===== config.mk =====
export PLATFORM = sky130hd
export DESIGN_NAME = serial_chain_out
export DESIGN_NICKNAME = d
export VERILOG_FILES = /design/src/rtl/serial_chain_pkg.sv /design/src/rtl/serial_chain_shifter.sv /design/src/rtl/serial_chain_out.sv
export SDC_FILE = /design/constraint.sdc
export NUM_CORES = 1
export LEC_CHECK = 0
export CAP_MARGIN = 20
export CORE_ASPECT_RATIO = 0.75
export CORE_MARGIN = 1
export CORE_UTILIZATION = 51
export DETAILED_ROUTE_END_ITERATION = 8
export GPL_TIMING_DRIVEN = 0
export PLACE_DENSITY = 0.9
export SLEW_MARGIN = 5
export SYNTH_ARGS = -nofsm -noshare
export SYNTH_HDL_FRONTEND = slang
export SYNTH_SLANG_ARGS = --single-unit

===== constraint.sdc =====
create_clock -name i_clk -period 2.4 [get_ports i_clk]
set_input_delay 0.36 -clock i_clk [delete_from_list [all_inputs] [get_ports i_clk]]
set_output_delay 0.36 -clock i_clk [all_outputs]
set_load 0.01 [all_outputs]

===== src/rtl/serial_chain_pkg.sv =====
// ---------------------------------------------------------------------------
// serial_chain_pkg
//
// Shared definitions for the serial_chain_out block: the state encoding of
// the transfer controller and a helper that sizes the bit counter.
//
// Contents:
//   STATE_*_ENC  raw state encodings
//   state_e      controller state type (IDLE, SHIFT, LATCH)
//   cntWidth()   width of a counter that must reach total-1 (at least 1 bit)
// ---------------------------------------------------------------------------
package serial_chain_pkg;

    // Raw encodings kept as localparams so they can be referenced in
    // documentation or debug tooling independently of the enum type.
    localparam logic [1:0] STATE_IDLE_ENC  = 2'd0;
    localparam logic [1:0] STATE_SHIFT_ENC = 2'd1;
    localparam logic [1:0] STATE_LATCH_ENC = 2'd2;

    typedef enum logic [1:0] {
        ST_IDLE  = STATE_IDLE_ENC,
        ST_SHIFT = STATE_SHIFT_ENC,
        ST_LATCH = STATE_LATCH_ENC
    } state_e;

    // The bit counter only needs to reach total-1 because the exit is taken
    // on that value, so clog2(total) bits suffice; a one-bit floor keeps the
    // counter legal for degenerate single-bit chains.
    function automatic int unsigned cntWidth(input int unsigned total);
        if (total <= 1) begin
            return 1;
        end
        return $clog2(total);
    endfunction

endpackage


===== src/rtl/serial_chain_shifter.sv =====
// ---------------------------------------------------------------------------
// serial_chain_shifter
//
// Loadable bidirectional shift register.  A load captures the whole word and
// the bit order; each shift then moves the next bit onto o_bit.  In MSB-first
// mode the word moves towards the top and o_bit is the top bit; in LSB-first
// mode it moves towards the bottom and o_bit is bit 0.
//
// Ports:
//   i_clk        system clock
//   i_reset_n    asynchronous active-low reset
//   i_load       capture i_data and i_lsb_first this cycle
//   i_lsb_first  bit order captured alongside the data (1 = LSB first)
//   i_data       word to load
//   i_shift      advance to the next bit (ignored while loading)
//   o_bit        bit currently presented to the chain
// ---------------------------------------------------------------------------
module serial_chain_shifter
    import serial_chain_pkg::*;
#(
    parameter int TOTAL = 32
) (
    input  logic             i_clk,
    input  logic             i_reset_n,
    input  logic             i_load,
    input  logic             i_lsb_first,
    input  logic [TOTAL-1:0] i_data,
    input  logic             i_shift,
    output logic             o_bit
);

    logic [TOTAL-1:0] shreg_q;
    logic             lsbFirst_q;

    // Load has priority over shift so a new transfer always starts from a
    // freshly captured word.  Vacated positions fill with zero.
    always_ff @(posedge i_clk or negedge i_reset_n) begin
        if (!i_reset_n) begin
            shreg_q    <= '0;
            lsbFirst_q <= 1'b0;
        end else if (i_load) begin
            shreg_q    <= i_data;
            lsbFirst_q <= i_lsb_first;
        end else if (i_shift) begin
            if (lsbFirst_q) begin
                shreg_q <= shreg_q >> 1;
            end else begin
                shreg_q <= shreg_q << 1;
            end
        end
    end

    // The presented bit is taken from whichever end the word is moving
    // towards, so no separate output register is needed.
    assign o_bit = lsbFirst_q ? shreg_q[0] : shreg_q[TOTAL-1];

endmodule


===== src/rtl/serial_chain_out.sv =====
// ---------------------------------------------------------------------------
// serial_chain_out
//
// Shifts a WIDTH*CHAINS-bit word into a daisy chain of external
// serial-in/parallel-out latching registers (7-segment digit drivers).
// Every i_clk_stb advances the serial phase: phase 0 raises the serial
// clock over stable data, phase 1 lowers it and moves the next bit out.
// After the last bit a one-strobe storage-latch pulse is issued.
//
// Build option:
//   SERIAL_CHAIN_LATCH_EN  defined     -> LATCH state and o_serial_latch pulse
//                          not defined -> no LATCH state, o_serial_latch tied
//                                         0, the last falling serial clock
//                                         returns straight to IDLE
//
// Ports:
//   i_clk            system clock
//   i_reset_n        asynchronous active-low reset
//   i_clk_stb        one-cycle pulse at twice the serial bit rate
//   i_start_stb      one-cycle transfer request (ignored while busy)
//   i_lsb_first      bit order for the transfer (1 = LSB first)
//   i_parallel_data  word to send; top WIDTH bits reach the farthest register
//                    in MSB-first mode
//   o_busy           high while shifting or latching
//   o_done           one-cycle pulse on return to IDLE
//   o_serial_data    serial data to the chain input
//   o_serial_clk     serial shift clock
//   o_serial_latch   storage-register latch pulse
// ---------------------------------------------------------------------------
module serial_chain_out
    import serial_chain_pkg::*;
#(
    parameter int WIDTH  = 8,
    parameter int CHAINS = 4
) (
    input  logic                      i_clk,
    input  logic                      i_reset_n,
    input  logic                      i_clk_stb,
    input  logic                      i_start_stb,
    input  logic                      i_lsb_first,
    input  logic [WIDTH*CHAINS-1:0]   i_parallel_data,
    output logic                      o_busy,
    output logic                      o_done,
    output logic                      o_serial_data,
    output logic                      o_serial_clk,
    output logic                      o_serial_latch
);

    localparam int TOTAL = WIDTH * CHAINS;
    localparam int CNT_W = int'(cntWidth(TOTAL));
    localparam logic [CNT_W-1:0] LAST_BIT = CNT_W'(TOTAL - 1);

    state_e           state_q;
    logic             phase_q;
    logic [CNT_W-1:0] bitCnt_q;
    logic             serialClk_q;
    logic             busy_q;
    logic             done_q;
    logic             dataEn_q;
`ifdef SERIAL_CHAIN_LATCH_EN
    logic             latch_q;
`endif

    logic loadWord;
    logic shiftWord;
    logic shiftBit;

    // A word is captured only from IDLE; starts during a transfer are
    // dropped.  The register shifts on a falling serial clock, except after
    // the final bit, so the last bit stays on the pin through the latch.
    assign loadWord  = (state_q == ST_IDLE) && i_start_stb;
    assign shiftWord = (state_q == ST_SHIFT) && i_clk_stb && phase_q &&
                       (bitCnt_q != LAST_BIT);

    serial_chain_shifter #(
        .TOTAL (TOTAL)
    ) u_shifter (
        .i_clk       (i_clk),
        .i_reset_n   (i_reset_n),
        .i_load      (loadWord),
        .i_lsb_first (i_lsb_first),
        .i_data      (i_parallel_data),
        .i_shift     (shiftWord),
        .o_bit       (shiftBit)
    );

    // Transfer controller with registered outputs.  The strobe is only
    // consulted in SHIFT and LATCH, so a strobe coincident with the start
    // request is naturally ignored and the first rising serial clock comes
    // on the following strobe.
    always_ff @(posedge i_clk or negedge i_reset_n) begin
        if (!i_reset_n) begin
            state_q     <= ST_IDLE;
            phase_q     <= 1'b0;
            bitCnt_q    <= '0;
            serialClk_q <= 1'b0;
            busy_q      <= 1'b0;
            done_q      <= 1'b0;
            dataEn_q    <= 1'b0;
`ifdef SERIAL_CHAIN_LATCH_EN
            latch_q     <= 1'b0;
`endif
        end else begin
            done_q <= 1'b0;
            case (state_q)
                ST_IDLE: begin
                    if (i_start_stb) begin
                        state_q     <= ST_SHIFT;
                        phase_q     <= 1'b0;
                        bitCnt_q    <= '0;
                        serialClk_q <= 1'b0;
                        busy_q      <= 1'b1;
                        dataEn_q    <= 1'b1;
                    end
                end
                ST_SHIFT: begin
                    if (i_clk_stb) begin
                        if (!phase_q) begin
                            serialClk_q <= 1'b1;
                            phase_q     <= 1'b1;
                        end else begin
                            serialClk_q <= 1'b0;
                            phase_q     <= 1'b0;
                            if (bitCnt_q == LAST_BIT) begin
                                bitCnt_q <= '0;
`ifdef SERIAL_CHAIN_LATCH_EN
                                state_q  <= ST_LATCH;
`else
                                state_q  <= ST_IDLE;
                                busy_q   <= 1'b0;
                                done_q   <= 1'b1;
                                dataEn_q <= 1'b0;
`endif
                            end else begin
                                bitCnt_q <= bitCnt_q + 1'b1;
                            end
                        end
                    end
                end
                ST_LATCH: begin
`ifdef SERIAL_CHAIN_LATCH_EN
                    // Two strobes: raise the latch, then drop it and finish.
                    if (i_clk_stb) begin
                        if (!latch_q) begin
                            latch_q <= 1'b1;
                        end else begin
                            latch_q  <= 1'b0;
                            state_q  <= ST_IDLE;
                            busy_q   <= 1'b0;
                            done_q   <= 1'b1;
                            dataEn_q <= 1'b0;
                        end
                    end
`else
                    state_q  <= ST_IDLE;
                    busy_q   <= 1'b0;
                    dataEn_q <= 1'b0;
`endif
                end
                default: begin
                    state_q  <= ST_IDLE;
                    busy_q   <= 1'b0;
                    dataEn_q <= 1'b0;
                end
            endcase
        end
    end

    // Data is forced low outside a transfer; the enable and the shift
    // register are both flops cleared by reset, so the pin drops at once.
    assign o_serial_data = dataEn_q & shiftBit;
    assign o_serial_clk  = serialClk_q;
    assign o_busy        = busy_q;
    assign o_done        = done_q;
`ifdef SERIAL_CHAIN_LATCH_EN
    assign o_serial_latch = latch_q;
`else
    assign o_serial_latch = 1'b0;
`endif

endmodule


* Word-level counts from Yosys, hierarchy flattened
Cells that the tools add are included. W data, S select, Z words.
Operators by class: $add $sub $neg 1, eq/ne operators 7, muxes and demuxes 27, bitwise logic cells 1, reduce and logical (&&, ||, !) cells 10
Operator list (count):
- $mux W32 | 3
- $mux W5 | 4
- $mux W1 | 12
- $pmux W5 S2 | 1
- $mux W2 | 4
- $reduce_and A4 Y1 | 2
- $ne A2 B2 Y1 const B | 3
- $add A5 B1 Y5 const B | 1
- $eq A5 B5 Y1 const B | 1
- $ne A5 B5 Y1 const B | 1
- $logic_and A1 B1 Y1 | 4
- $pmux W1 S2 | 2
- $pmux W2 S2 | 1
- $reduce_bool A2 Y1 | 2
- $reduce_and A3 Y1 | 1
- $eq A2 B1 Y1 const B | 1
- $logic_not A2 Y1 | 1
- $ne A2 B1 Y1 const B | 1
- $and A1 B1 Y1 | 1
Storage, ports and cells: register bits after elaboration 43, input port bits 37, output and inout port bits 5, logic and storage cells 53

* Logic depth before layout (Yosys ltp)
Gate-level depths: netlist of the first run.
depth in word-level cells 6, mapped depth 7, mapped depth without buffers 6

* Hierarchy
From an unflattened synthesis of the first run, not the netlist that was laid out.
Unflattened totals: cells, all modules 228, area total of the unflattened synthesis 2456.1 um^2
Modules (own cells, without submodules):
- serial_chain_shifter | times used 1, cells each 182, area an instance 1984.4 um^2, seq. area each 825.8 um^2
- serial_chain_out | times used 1, cells each 46, area an instance 471.7 um^2, seq. area each 200.2 um^2

* Worst setup path before layout of the first run
No wires, ideal clock.
path type register to register, start point register bitCnt_q[0], end point register u_shifter.shreg_q[12], library setup time 0.138 ns, data arrival time 1.696 ns, required time 2.262 ns, setup slack 0.566 ns, cell stages (with the launch flop) 8, path buffers 1, period minus slack after synthesis 1.834 ns, cell sequence dfrtp_1 -> ha_1 -> and3_1 -> ha_1 -> nand4b_1 -> clkbuf_1 -> nand3_1 -> o211ai_1
On the way: word-level cells in the longest chain between the ends 3
RTL lines:
- start, declared | line serial_chain_out.sv:55 | logic [CNT_W-1:0] bitCnt_q;
- start signal, assigned | line serial_chain_out.sv:135 | bitCnt_q <= bitCnt_q + 1'b1;
- $ne A5 B5 Y1 | line serial_chain_out.sv:73 | (bitCnt_q != LAST_BIT);
- $logic_and A1 B1 Y1 | line serial_chain_out.sv:72 | assign shiftWord = (state_q == ST_SHIFT) && i_clk_stb && phase_q &&
- $reduce_bool A2 Y1 (no source line)
- end signal, assigned | line serial_chain_shifter.sv:42 | shreg_q <= i_data;
- end signal, assigned | line serial_chain_shifter.sv:46 | shreg_q <= shreg_q >> 1;
- end signal, assigned | line serial_chain_shifter.sv:48 | shreg_q <= shreg_q << 1;
- end, declared | line serial_chain_shifter.sv:32 | logic [TOTAL-1:0] shreg_q;
No other way between the ends. A chain may end at the register's enable or synchronous reset.

* Worst setup path after layout of the first run
start point register bitCnt_q[0], end point register u_shifter.shreg_q[31]
The elaborated chain is that of the path after synthesis.

==> results of run 1 <==
-- how the worst max path moves through the flow --
stage	start	to	slack, ns
6_report	bitCnt_q[0]	u_shifter.shreg_q[31]	0.22
5_1_grt	bitCnt_q[0]	u_shifter.shreg_q[6]	0.1
4_1_cts	u_shifter.lsbFirst_q	o_serial_data	0.21
3_5_place_dp	bitCnt_q[0]	u_shifter.shreg_q[23]	0.26
3_3_place_gp	i_reset_n	u_shifter.shreg_q[10]	-0.05
2_1_floorplan	bitCnt_q[0]	u_shifter.shreg_q[12]	0.57
-- sequential cells by signal (all words and copies together) (netlist names) --
register / cells
dataEn_q: 1
o_serial_clk: 1
u_shifter.lsbFirst_q: 1
o_done: 1
bitCnt_q: 5
u_shifter.shreg_q: 32
-- routing by layer --
| layer | up-vias | track usage, % |
|---|---|---|
| li1 | 934 | - |
| met5 | - | 0 |
| met3 | 16 | 4.62 |
| met4 | 0 | 13.2 |
| met2 | 69 | 38.2 |
| met1 | 923 | 31.9 |
-- placed cells by master (no fill, tap or decap), types with 2 or more instances in the layout --
cell	netlist	routed
sky130_fd_sc_hd__clkbuf_1	11	12
sky130_fd_sc_hd__mux2i_1	31	31
sky130_fd_sc_hd__nor2_1	3	3
sky130_fd_sc_hd__o211ai_1	33	33
sky130_fd_sc_hd__nand2_1	41	41
sky130_fd_sc_hd__a21oi_1	2	2
sky130_fd_sc_hd__ha_1	3	3
sky130_fd_sc_hd__clkbuf_8	0	6
sky130_fd_sc_hd__clkdlybuf4s50_1	0	39
sky130_fd_sc_hd__nand3_1	39	39
sky130_fd_sc_hd__inv_1	2	2
sky130_fd_sc_hd__buf_2	9	10
sky130_fd_sc_hd__dfrtp_1	41	41
sky130_fd_sc_hd__and3_1	2	2
sky130_fd_sc_hd__nand3b_1	2	2
-- power groups by stage --
stage	registers, mW	clock network, mW	logic [mW]
after global placement	1.05	0	0.670
after global routing	1.08	0.494	0.790
final	1.06	0.455	0.707
after detailed placement	1.07	0	0.701
after CTS	1.05	0.459	0.710
after floorplan	1.02	0	0.495
-- stage by stage --
step                      total power [mW]  cell area (sq um)  setup TNS (ns)
after floorplan                       1.52               2220               0
after global placement                1.72               2690           -2.14
after detailed placement              1.77               2700               0
after CTS                             2.22               2800               0
after global routing                  2.36               2800               0
final                                 2.23               2800               0
-- layout make-up --
| class | instances | area [sq um] |
|---|---|---|
| plain buffers | 21 | 93.8 |
| inverters | 2 | 7.51 |
| clock buffers | 7 | 86.3 |
| repair buffers | 42 | 425 |
| well taps | 55 | 68.8 |
| flip-flops and latches | 41 | 1030 |
| multi-input cells | 170 | 1090 |
| fillers | 338 | 1300 |
-- what timing repair did --
| action | 4_1_cts | 5_1_grt |
|---|---|---|
| hold buffers | 1 | 0 |
| hold endpoints to repair | 16 | 0 |
| buffers inserted | 0 | 0 |
| endpoints found under the setup margin | 0 | 0 |
-- kinds of logic (layout without fill, tap and decap cells) --
group                    after synthesis  count (layout)  synth area share [%]
other                                  1               1                 0.169
flip-flops                            41              41                  46.2
XOR/XNOR                               1               1                 0.395
AND/OR/NAND/NOR                       95              95                  20.1
buffers and inverters                 23              72                  4.57
AO/OA/AOI/OAI                         39              39                  12.9
adder cells (fa/ha/maj)                3               3                  1.69
multiplexers                          31              31                  14.0
-- worst register-to-register path: stages, from the launching register on --
cell and delay [ns]:
sky130_fd_sc_hd__dfrtp_1 0.42, sky130_fd_sc_hd__ha_1 0.24, sky130_fd_sc_hd__and3_1 0.22, sky130_fd_sc_hd__ha_1 0.22
sky130_fd_sc_hd__nand4b_1 0.36, sky130_fd_sc_hd__clkbuf_1 0.32, sky130_fd_sc_hd__nand3_1 0.18, sky130_fd_sc_hd__nand3_1 0.11
==> metrics.log, run 1 <==
INFO  metric routed-wl-met2 = 2360 um
INFO  metric drc_errors = 0
INFO  metric postLayoutSetupSlackWorst = 0.216 ns
INFO  metric asyncSetResetFlopFracSynth = 100%
INFO  metric sw_frac_of_total = 34.2%
INFO  metric cts_resized = 0
INFO  metric finalHoldViolCount = 0
INFO  metric postSynthAreaPerCell = 9.49 sq um
INFO  metric first_global_vias = 1853
INFO  metric io_buffers = 40
INFO  metric core_box_area = 0.00410 sq mm
INFO  metric finalWorstPathRequiredPeriod = 2.18 ns
INFO  metric synth_sequential_area_ratio = 46.2%
INFO  metric globalRoute.totalOverflow = 0
INFO  metric die_h = 59.1 um
INFO  metric final_layout_size_suffix_gt1_share = 6.71%
INFO  metric die_area = 0.00462 sq mm
INFO  metric mappedNetlistArea = 0.00222 sq mm
INFO  metric ios = 42
INFO  metric synth.area.top_cells = sky130_fd_sc_hd__dfrtp_1 46%, sky130_fd_sc_hd__mux2i_1 14%, sky130_fd_sc_hd__o211ai_1 11%, sky130_fd_sc_hd__nand3_1 8.8%, sky130_fd_sc_hd__nand2_1 6.9%
INFO  metric grt_max_degree = 26
INFO  metric topRoutingLayerUsed = met4
INFO  metric worstPathCellList = ha_1, and3_1, ha_1, nand4b_1, clkbuf_1, nand3_1, nand3_1
INFO  metric route.met3.wl = 269 um
INFO  metric place_inst = 330
INFO  metric synth_edf_count = 0
INFO  metric synth.top_cell.area_share = 46.2%
INFO  metric net-switching-power = 762 uW
INFO  metric run_status = finished, final reports clean
INFO  metric cts.sinks = 41
INFO  metric ys_top_cells_by_count = 41 x sky130_fd_sc_hd__dfrtp_1, 41 x sky130_fd_sc_hd__nand2_1, 39 x sky130_fd_sc_hd__nand3_1
INFO  metric postRouteAntennaNets = 0
INFO  metric synth_flop_cell = sky130_fd_sc_hd__dfrtp_1
INFO  metric numCtsBuffers = 5
INFO  metric worstPathMaxFanout = 10
INFO  metric initial_utilization = 54.1%
INFO  metric detailedPlacementHpwl = 3600 um
INFO  metric worstSetupPathDepth = 7
INFO  metric grt_antenna_before_repair = 0
INFO  metric timing.setup.critical_path_class = flop to flop
INFO  metric finish.cell_count_without_fillers = 338
INFO  metric setup.worst_path.start_class = flop
INFO  metric syn_nets = 274
INFO  metric r2r_setup_slack = 0.22 ns
INFO  metric worst_setup_hold_path_clk_slew = 0.08 ns
INFO  metric wl_met1 = 2370 um
INFO  metric drv_slew = 0
INFO  metric grt_usage = 24.2%
INFO  metric worst_path_largest_cell_delay = 0.42 ns
INFO  metric via_count = 1942
INFO  metric post_drt_wl_per_cell = 15.2 um
INFO  metric cts_tree = built
INFO  metric antenna_cells = 0
INFO  metric finalSetupViolations = 0
INFO  metric crit-reg2reg-capture = u_shifter.shreg_q[31]
INFO  metric finalHoldWorstSlack = 0.539 ns
INFO  metric rsz_0062_raised_after_global_routing = false
INFO  metric fin_util = 68.2%
INFO  metric cellLeakagePower = 1.15 nW
INFO  metric worst_ep_arrival_time = 2.35 ns
INFO  metric relative_contribution_of_sequential_cells_to_total_power = 47.8%
INFO  metric clockPowerShare = 20.5%
INFO  metric drv.max_cap_violation_count = 0
INFO  metric yosys_warnings = 0
INFO  metric drtPass1Iterations = 4
INFO  metric final_min_period_over_clock_period = 91.0%
INFO  metric required = 2.56 ns
INFO  metric grt_pass1_wl = 8470 um
INFO  metric width_of_the_die = 78.2 um
INFO  metric critical-path-slowest-cell = sky130_fd_sc_hd__dfrtp_1
INFO  metric rows = 20
INFO  metric critPathBufInv = 1
INFO  metric vdd_ir_drop_max = 0.418 mV
INFO  metric internal_power = 1.47 mW
INFO  metric worst_r2r_start = bitCnt_q[0]
INFO  metric yosys_register_bits = 41
INFO  metric cts_root_buffer = sky130_fd_sc_hd__clkbuf_8
INFO  metric timing.fmax = 458 MHz
INFO  metric routed_via_density = 5.75
INFO  metric pre_cts_ws = 0.262 ns
INFO  metric power_per_cell_area = 795 mW/mm^2
INFO  metric gp_congestion = 0.774
INFO  metric cp_top_family = simple AND/OR/NAND/NOR gates
INFO  metric dr.first_iter.drc_count = 161
INFO  metric pwr-share-comb = 31.7%
INFO  metric clock_latency = 0.29 ns
INFO  metric synthCells = 234
INFO  metric cts-root-to-sink-buffers = 2
INFO  metric areaGrowthSynthToFinish = 26.2%
INFO  metric ys_types = 28
INFO  metric endpoint_kind = flop
INFO  metric worstRegToRegCells = 7
INFO  metric htree_levels = 2
INFO  metric hold_crit_class = primary input to asynchronous set/reset pin
INFO  metric synth.largest_area_cell = sky130_fd_sc_hd__dfrtp_1
INFO  metric timing.clock.skew = 0.00734 ns
INFO  metric drt_wl_total = 5130 um
INFO  metric numnets_final = 323
No activity file was read; power rests on OpenSTA's default activity.
==> inputs of run 2 (changes only) <==
--- a/config.mk
+++ b/config.mk
@@ -12,6 +12,7 @@
 export DETAILED_ROUTE_END_ITERATION = 8
 export GPL_TIMING_DRIVEN = 0
 export PLACE_DENSITY = 0.9
+export SETUP_SLACK_MARGIN = 0.4
 export SLEW_MARGIN = 5
 export SYNTH_ARGS = -nofsm -noshare
 export SYNTH_HDL_FRONTEND = slang
==> metrics.log, run 2 (synthesis gave the netlist of run 1 again) <==
INFO  metric routed_via_density = 5.75 (about the same)
INFO  metric numCtsBuffers = 5 (unchanged)
INFO  metric core_box_area = 0.00410 sq mm (unchanged)
INFO  metric largest_register_ff_count = 32 (unchanged)
INFO  metric timing.clock.skew = 0.00864 ns (+0.00130 ns)
INFO  metric run_status = finished, final reports clean
INFO  metric first_global_vias = 1873 (+1.1%)
INFO  metric post_drt_wl_per_cell = 15.2 um (+0.23%)
INFO  metric finalSetupViolations = 0 (unchanged)
INFO  metric grt_usage = 24.6% (+0.41 points)
INFO  metric postRouteAntennaNets = 0 (unchanged)
INFO  metric die_area = 0.00462 sq mm (unchanged)
INFO  metric critPathBufInv = 2 (+1)
INFO  metric timing.setup.tns = 0 ns (unchanged)
INFO  metric drt_wl_total = 5170 um (+0.82%)
INFO  metric ff_latch_area = 0.00103 sq mm (unchanged)
INFO  metric htree_levels = 2 (unchanged)
INFO  metric cts-root-to-sink-buffers = 2 (unchanged)
INFO  metric gp_congestion = 0.774 (unchanged)
INFO  metric worst_setup_hold_path_clk_slew = 0.08 ns (about the same)
INFO  metric endpoint_kind = flop
INFO  metric finalHoldWorstSlack = 0.541 ns (+0.00204 ns)
INFO  metric globalRoute.totalOverflow = 0 (unchanged)
INFO  metric hold_crit_class = primary input to asynchronous set/reset pin
INFO  metric cts_root_buffer = sky130_fd_sc_hd__clkbuf_8
INFO  metric required = 2.57 ns (about the same)
INFO  metric cellLeakagePower = 1.17 nW (+2.1%)
INFO  metric areaGrowthSynthToFinish = 28.0%
INFO  metric finalHoldViolCount = 0 (unchanged)
INFO  metric critical-path-slowest-cell = sky130_fd_sc_hd__dfrtp_1
INFO  metric numnets_final = 325 (+0.62%)
INFO  metric drc_errors = 0 (unchanged)
INFO  metric grt_max_degree = 26 (unchanged)
INFO  metric power_per_cell_area = 797 mW/mm^2 (+0.20%)
INFO  metric finalWorstPathRequiredPeriod = 1.93 ns (-0.258 ns)
INFO  metric drv_slew = 0 (unchanged)
INFO  metric largestRegisters = u_shifter.shreg_q: 32 flops, bitCnt_q: 5 flops
INFO  metric final_min_period_over_clock_period = 80.3% (-11 points)
INFO  metric timing.setup.critical_path_class = flop to flop
INFO  metric width_of_the_die = 78.2 um (unchanged)
INFO  metric drtPass1Iterations = 4 (unchanged)
INFO  metric worstPathMaxFanout = 10 (unchanged)
INFO  metric final_layout_size_suffix_gt1_share = 10.2% (+3.5 points)
INFO  metric detailedPlacementHpwl = 3600 um (unchanged)
INFO  metric worst_ep_arrival_time = 2.10 ns (-0.25 ns)
INFO  metric vdd_ir_drop_max = 0.417 mV (-0.30%)
INFO  metric initial_utilization = 54.1% (unchanged)
INFO  metric clock_latency = 0.29 ns (about the same)
INFO  metric rsz_0062_raised_after_global_routing = false
INFO  metric crit_top_cell = sky130_fd_sc_hd__ha_2
INFO  metric regMostFlops = u_shifter.shreg_q
INFO  metric die_h = 59.1 um (unchanged)
INFO  metric mostFrequentLayoutCells = 41 x sky130_fd_sc_hd__nand2_1, 41 x sky130_fd_sc_hd__dfrtp_1, 38 x sky130_fd_sc_hd__nand3_1, 38 x sky130_fd_sc_hd__clkdlybuf4s50_1, 33 x sky130_fd_sc_hd__o211ai_1
INFO  metric cp_top_family = simple AND/OR/NAND/NOR gates
INFO  metric rows = 20 (unchanged)
INFO  metric dr.first_iter.drc_count = 144 (-11%)
INFO  metric cts_tree = built
INFO  metric grt_antenna_before_repair = 0 (unchanged)
INFO  metric cts.sinks = 41 (unchanged)
INFO  metric worst_path_largest_cell_delay = 0.42 ns (about the same)
INFO  metric io_buffers = 40 (unchanged)
INFO  metric antenna_cells = 0 (unchanged)
INFO  metric drv.max_cap_violation_count = 0 (unchanged)
INFO  metric ios = 42 (unchanged)
INFO  metric multiInputGateArea = 0.00110 sq mm (+0.92%)
INFO  metric setup.worst_path.start_class = flop
INFO  metric nFillCells = 334 (-1.2%)
INFO  metric grt_pass1_wl = 8600 um (+1.5%)
INFO  metric timing.fmax = 519 MHz (+13%)
INFO  metric worstPathCellList = ha_2, and3_1, ha_2, nand4b_1, buf_6, buf_2, nand3_1, o211ai_1
INFO  metric via_count = 1954 (+0.62%)
==> run 2: cell count changes in the layout (fill, tap and decap cells not counted) <==
cell / before / now
sky130_fd_sc_hd__clkdlybuf4s50_1: 39 / 38
sky130_fd_sc_hd__nand3_2: 0 / 1
sky130_fd_sc_hd__clkbuf_2: 0 / 1
sky130_fd_sc_hd__nand3_1: 39 / 38
sky130_fd_sc_hd__buf_4: 1 / 5
sky130_fd_sc_hd__ha_1: 3 / 1
sky130_fd_sc_hd__buf_2: 10 / 11
sky130_fd_sc_hd__buf_6: 0 / 1
sky130_fd_sc_hd__dlygate4sd2_1: 0 / 1
sky130_fd_sc_hd__clkbuf_1: 12 / 7
sky130_fd_sc_hd__ha_2: 0 / 2
==> run 2: worst paths after layout <==
path,endpoint,startpoint,cells after the start,slack [ns]
max in group asynchronous,u_shifter.shreg_q[0],i_reset_n,3,1.39
min in group i_clk,u_shifter.shreg_q[24],u_shifter.shreg_q[24],2,0.56
hold reg to reg,u_shifter.shreg_q[24],u_shifter.shreg_q[24],2,0.56
hold / removal,u_shifter.shreg_q[24],i_reset_n,2,0.54
setup reg to reg,u_shifter.shreg_q[23],bitCnt_q[0],8,0.47
setup / recovery,u_shifter.shreg_q[23],bitCnt_q[0],8,0.47
==> run 2: area by class of cell <==
class	count	share of cell area, %
Multi-Input combinational cell	170	38.8
Sequential cell	41	36.1
Timing Repair Buffer	44	15.6
Buffer	21	3.79
Clock buffer	7	3.04
Tap cell	55	2.42
Inverter	2	0.264
==> run 2: routing by layer <==
metal	part of all wire, %	global-route usage (%)	vias to the layer above
li1	-	-	942
met1	45	32.4	936
met2	47	39.3	62
met3	5.3	4.62	14
met4	2.7	12.7	0
met5	0	0	-
==> run 2: what timing repair did <==
action                                 in CTS  in global routing
hold buffers                                1                  0
cloned                                      0                  0
buffers inserted                            2                  0
gates resized for setup                     5                 16
pin swaps                                   0                  1
setup endpoints to repair                  33                 32
endpoints found under the hold margin      16                  0
==> run 2: power breakdown <==
| group | internal [mW] | switching [mW] |
|---|---|---|
| clock | 0.228 | 0.229 |
| combinational | 0.374 | 0.368 |
| sequential | 0.889 | 0.176 |
| total | 1.49 | 0.772 |
==> run 2: metrics by stage <==
| stage | total power, mW | setup slack (ns) | utilization (%) | area (sq um) | instances |
|---|---|---|---|---|---|
| after floorplan | 1.52 | 0.566 | - | 2220 | 234 |
| after global placement | 1.72 | -0.0539 | 65.5 | 2690 | 329 |
| final | 2.26 | 0.474 | 69.2 | 2840 | 340 |
| after global routing | 2.41 | 0.385 | 69.2 | 2840 | 340 |
| after detailed placement | 1.77 | 0.262 | 65.9 | 2700 | 330 |
| after CTS | 2.24 | 0.417 | 68.7 | 2820 | 340 |
